$ cat src/rtl/mesh_inject_arbiter.sv
// mesh_inject_arbiter: round-robin scheduler that merges num_src FWFT packet
// sources into one output FIFO feeding a mesh terminal injection port.
// The FIFO presents the same FWFT pending/data/pop handshake to the mesh side.
module mesh_inject_arbiter #(
  parameter int pckg_sz    = 40,
  parameter int fifo_depth = 4,
  parameter int num_src    = 4
) (
  input  logic                         clk,
  input  logic                         reset,
  input  logic [num_src-1:0]           src_pndng,
  input  logic [num_src*pckg_sz-1:0]   src_data,
  output logic [num_src-1:0]           src_pop,
  input  logic                         hold,
  output logic                         mesh_pndng,
  output logic [pckg_sz-1:0]           mesh_data,
  input  logic                         mesh_pop,
  output logic [$clog2(num_src)-1:0]   grant_id,
  output logic                         fifo_full,
  output logic [15:0]                  pkt_count
);

  localparam int gid_w = $clog2(num_src);
  localparam int ptr_w = $clog2(fifo_depth);
  localparam int cnt_w = ptr_w + 1;

  logic [pckg_sz-1:0] mem_q [fifo_depth];
  logic [pckg_sz-1:0] mem_d [fifo_depth];
  logic [ptr_w-1:0]   wr_ptr_q, wr_ptr_d;
  logic [ptr_w-1:0]   rd_ptr_q, rd_ptr_d;
  logic [cnt_w-1:0]   count_q, count_d;
  logic [gid_w-1:0]   last_grant_q, last_grant_d;
  logic [15:0]        pkt_count_q, pkt_count_d;

  logic               winner_found;
  logic [gid_w-1:0]   winner_idx;
  logic [pckg_sz-1:0] winner_data;
  logic               full;
  logic               push;
  logic               pop;

  assign full = (count_q == cnt_w'(fifo_depth));

  // Round-robin search starting just after the last winner; scanning from the
  // farthest candidate back lets the nearest pending source overwrite the pick.
  always_comb begin
    int idx;
    idx          = 0;
    winner_found = 1'b0;
    winner_idx   = '0;
    for (int k = num_src; k >= 1; k--) begin
      idx = int'(last_grant_q) + k;
      if (idx >= num_src) idx = idx - num_src;
      if (src_pndng[gid_w'(idx)]) begin
        winner_found = 1'b1;
        winner_idx   = gid_w'(idx);
      end
    end
  end

  // Head packet of the winning source.
  always_comb begin
    winner_data = '0;
    for (int i = 0; i < num_src; i++) begin
      if (winner_idx == gid_w'(i)) winner_data = src_data[i*pckg_sz +: pckg_sz];
    end
  end

  // Grant/pop decode and next-state computation; reset gates the grant so
  // src_pop falls as soon as reset asserts.
  always_comb begin
    push         = reset && !hold && !full && winner_found;
    pop          = mesh_pop && (count_q != '0);
    src_pop      = push ? (num_src'(1) << winner_idx) : '0;

    mem_d        = mem_q;
    wr_ptr_d     = wr_ptr_q;
    rd_ptr_d     = rd_ptr_q;
    count_d      = count_q;
    last_grant_d = last_grant_q;
    pkt_count_d  = pkt_count_q;

    if (push) begin
      mem_d[wr_ptr_q] = winner_data;
      wr_ptr_d        = wr_ptr_q + ptr_w'(1);
      last_grant_d    = winner_idx;
      if (pkt_count_q != 16'hFFFF) pkt_count_d = pkt_count_q + 16'd1;
    end
    if (pop) rd_ptr_d = rd_ptr_q + ptr_w'(1);

    if (push && !pop)      count_d = count_q + cnt_w'(1);
    else if (!push && pop) count_d = count_q - cnt_w'(1);
  end

  // State registers; last_grant resets to the top index so source 0 wins first.
  always_ff @(posedge clk or negedge reset) begin
    if (!reset) begin
      for (int i = 0; i < fifo_depth; i++) mem_q[i] <= '0;
      wr_ptr_q     <= '0;
      rd_ptr_q     <= '0;
      count_q      <= '0;
      last_grant_q <= gid_w'(num_src - 1);
      pkt_count_q  <= '0;
    end else begin
      mem_q        <= mem_d;
      wr_ptr_q     <= wr_ptr_d;
      rd_ptr_q     <= rd_ptr_d;
      count_q      <= count_d;
      last_grant_q <= last_grant_d;
      pkt_count_q  <= pkt_count_d;
    end
  end

  assign mesh_pndng = (count_q != '0);
  assign mesh_data  = mem_q[rd_ptr_q];
  assign fifo_full  = full;
  assign grant_id   = last_grant_q;
  assign pkt_count  = pkt_count_q;

endmodule
$ cat config.mk
export PLATFORM = sky130hd
export DESIGN_NAME = mesh_inject_arbiter
export DESIGN_NICKNAME = d
export VERILOG_FILES = /design/src/rtl/mesh_inject_arbiter.sv
export SDC_FILE = /design/constraint.sdc
export NUM_CORES = 1
export LEC_CHECK = 0
export ABC_AREA = 1
export CAP_MARGIN = 5
export CORE_ASPECT_RATIO = 1.5
export CORE_MARGIN = 4
export CORE_UTILIZATION = 40
export CTS_CLUSTER_SIZE = 12
export DETAILED_ROUTE_END_ITERATION = 7
export PLACE_DENSITY = 0.66
export SLEW_MARGIN = 20
export SYNTH_ARGS = -nofsm -noshare
export SYNTH_HDL_FRONTEND = slang
export SYNTH_SLANG_ARGS = --single-unit
$ cat constraint.sdc
create_clock -name clk -period 4.15 [get_ports clk]
set_input_delay 1.0375 -clock clk [delete_from_list [all_inputs] [get_ports clk]]
set_output_delay 1.0375 -clock clk [all_outputs]
set_load 0.01 [all_outputs]
==> impl_metrics.yaml <==
drt:
  avgViaCountPerCell: 5.36
  drcViolationCount: 0
  ant_nets: 0
  drtIter0Drc: 711
  wl_per_cell_um: 18.6
  drt-total-wl_mm: 34.5
  dr.pass1.iters: 5
  num_vias: 9969
layout:
  stdcell_area_um2: 13400
  nFillCells: 2464
  num_antenna_cells: 0
  drive_gt1_frac: 0.106
  syn_to_final_growth_pct: 30.5
  nets: 1693
  post-route-util: 0.532
power_and_ir_drop:
  p_comb_frac: 0.616
  p_sw_frac: 0.498
  leakagePower_uw: 0.00620
  p_clk_frac: 0.136
  netSwitchingPower_uw: 6100
  internal-power_uw: 6160
  p_per_area_nw_per_um2: 914
  p_seq_frac: 0.248
  irDropWorstVdd_v: 0.00125
grt:
  grt_pass1_vias: 10200
  grt_overflow: 0
  grt_pass1_wl_mm: 54.7
  grt_max_degree: 186
  antenna_found_initial: 0
  grt_usage: 0.240
synth:
  synth_area_um2: 10300
  synth_edf_count: 0
  avgSynthCellArea_um2: 7.70
  yosys_warnings: 0
  synth_seq_cells: 185
  synth_cells: 1334
  yosysUniqueCellTypes: 32
  synth.yosys.seq_area_share: 0.451
  syn_nets: 1509
  ys.flop_type: "dfrtp_1"
  ys_async_sr_fraction: 1.00
critical_path:
  cp.required_ps: 3110
  crit_fanout: 7
  crit_buf_inv: 3
  crit_slowest_cell: "clkdlybuf4s50_1"
  worst_path_most_repeated_cell: "nand2_1"
  critPathLaunchType: "primary input"
  critPathArrivalTime_ps: 2950
  cp_cell_sequence: "clkdlybuf4s50_1 -> inv_1 -> o21ai_2 -> nand2_1 -> nand2_1 -> nand2_1 -> nand2_1 -> nand2_2 -> nand2_4 -> nand2_1 -> nor2_1 -> clkdlybuf4s50_1"
  end_kind: "output pin"
  worstSetupPathType: "in2out"
  slowest_delay_ps: 540
  cpLargestDelayFamily: "buffers and inverters"
clocking:
  cts_tree: "yes"
  cts_buffers: 17
  clk_pin_slew_worst_paths_ps: 60
  clock-root-buffer: "clkbuf_16"
  htree_levels: 4
  insertion_delay_ps: 440
  cts_buffer_depth: 2
  clock_sinks: 185
timing:
  hold_viol: 0
  tightest_slew_ps: 1080
  post-route-period-util: 0.962
  setup_viol: 0
  max_freq_ghz: 0.251
  fin_worst_skew_ps: 10.9
  slew_viol_final: 0
  timing.final.crit_period_ps: 3990
  slew_headroom: 0.282
floorplanning:
  initial_core_util: 0.407
  die-area_um2: 28400
  core_um2: 25200
  io_pins: 232
  row_count: 71
  die_y_um: 204
  die_width_um: 139
run_status:
  status: "finished, final reports clean"
placed_design:
  numPortBuffers: 231
  gp_congestion: 0.885
  dp_hpwl_mm: 22.0
  dpl-instance-area_um2: 12800
job:
  max-cap-violations: 0
worst_hold_path:
  min_path_type: "reg2reg"
[power groups by stage]
stage          logic [µW]  registers (µW)  clock network, µW
6_report             7550            3040               1670
5_1_grt              8280            3130               1780
4_1_cts              7610            3030               1700
3_5_place_dp         7570            3050                  0
3_3_place_gp         7500            3040                  0
2_1_floorplan        5060            2930                  0
[worst reg2reg max path: cells and delay by family (launching register included)]
kind / cells / cell delay [ps]
flip-flops: 1 / 660
buffers and inverters: 3 / 880
AND/OR/NAND/NOR: 11 / 1220
[synth_stat cells, types with 2 or more instances]
cell	instances	area (µm²)
nand2_1	585	2200
dfrtp_1	183	4580
nor2_1	96	360
o21ai_0	86	430
nand3_1	45	225
nand4_1	43	269
nand3_2	41	410
buf_2	40	200
nand4_2	40	500
o22ai_1	40	250
clkbuf_1	38	143
inv_1	27	101
xor2_1	13	114
buf_6	6	67.6
ha_1	6	75.1
inv_2	5	18.8
xnor2_1	5	43.8
buf_1	4	15.0
nand2_2	4	25.0
nor3_1	4	20.0
a21oi_1	3	15.0
buf_4	3	22.5
buf_8	3	45.0
nor4_1	3	18.8
dfstp_2	2	52.6
nor2_2	2	12.5
nor3b_1	2	15.0
[placed cells by master, fill, tap and decap left out, types with 40 or more instances in the layout]
cell type	instances
clkdlybuf4s50_1	230
dfrtp_1	182
nand2_1	581
nand3_1	45
nand3_2	41
nand4_1	43
nand4_2	40
nor2_1	96
o21ai_0	86
o22ai_1	40
[flip-flops by register name (all words and copies together), names as in the netlist]
| name | cells |
|---|---|
| mem_q | 160 |
| pkt_count | 16 |
| wr_ptr_q | 2 |
| grant_id | 2 |
| rd_ptr_q | 2 |
| count_q | 3 |
[per-stage QoR]
stage	hold WS, ps	setup WS (ps)	cells	TNS (ps)	power (µW)
6_report	475	158	1859	0	12300
5_1_grt	495	-22.2	1859	-42.5	13200
4_1_cts	478	114	1859	0	12300
3_5_place_dp	460	130	1827	0	10600
3_3_place_gp	456	171	1827	0	10500
2_1_floorplan	444	924	1334	0	7980
[kinds of logic (layout without fill, tap and decap cells)]
kind of cell / Yosys count / after routing / share of synthesized area
simple gates: 866 / 866 / 0.395
flops: 185 / 185 / 0.451
compound gates: 130 / 130 / 0.0682
buf+inv: 127 / 324 / 0.0603
xor+xnor: 18 / 18 / 0.0153
fa+ha+maj: 7 / 7 / 0.00925
mux: 1 / 1 / 0.00110
[what timing repair did]
action / in CTS / in global routing
hold buffers: 0 / 0
buffers inserted: 0 / 0
gates resized for setup: 0 / 1
setup endpoints to repair: 0 / 2
[worst paths after layout]
kind,startpoint,end,slack [ps],cells after the start
setup reg to reg,grant_id[0]$_DFFE_PN1P_,mem_q[68]$_DFFE_PN0P_,1280,14
max in group asynchronous,reset,mem_q[15]$_DFFE_PN0P_,2560,2
hold / removal,mem_q[87]$_DFFE_PN0P_,mem_q[87]$_DFFE_PN0P_,480,2
hold reg to reg,mem_q[87]$_DFFE_PN0P_,mem_q[87]$_DFFE_PN0P_,480,2
setup / recovery,src_pndng[1],src_pop[1],160,12
min in group asynchronous,reset,count_q[2]$_DFFE_PN0P_,760,2
[area by class of cell]
cell class              instances  area [µm²]  area share
clock buffers                  17         425      0.0317
clock inverters                15         175      0.0131
inverters                      33         126     0.00942
multi-input cells            1022        5050       0.377
flip-flops and latches        185        4630       0.345
well taps                     328         410      0.0306
repair buffers                259        2590       0.193
[layer usage]
layer  wire length [µm]  GRT usage  vias to the layer above  share of wire
li1                   -          -                     4723              -
met1              14300      0.297                     4886           0.41
met3               1790     0.0454                       49          0.052
met4                770     0.0748                        0          0.022
met5                  0          0                        -              0
met2              17700      0.426                      311           0.51
(Power assumes the default switching activity.)
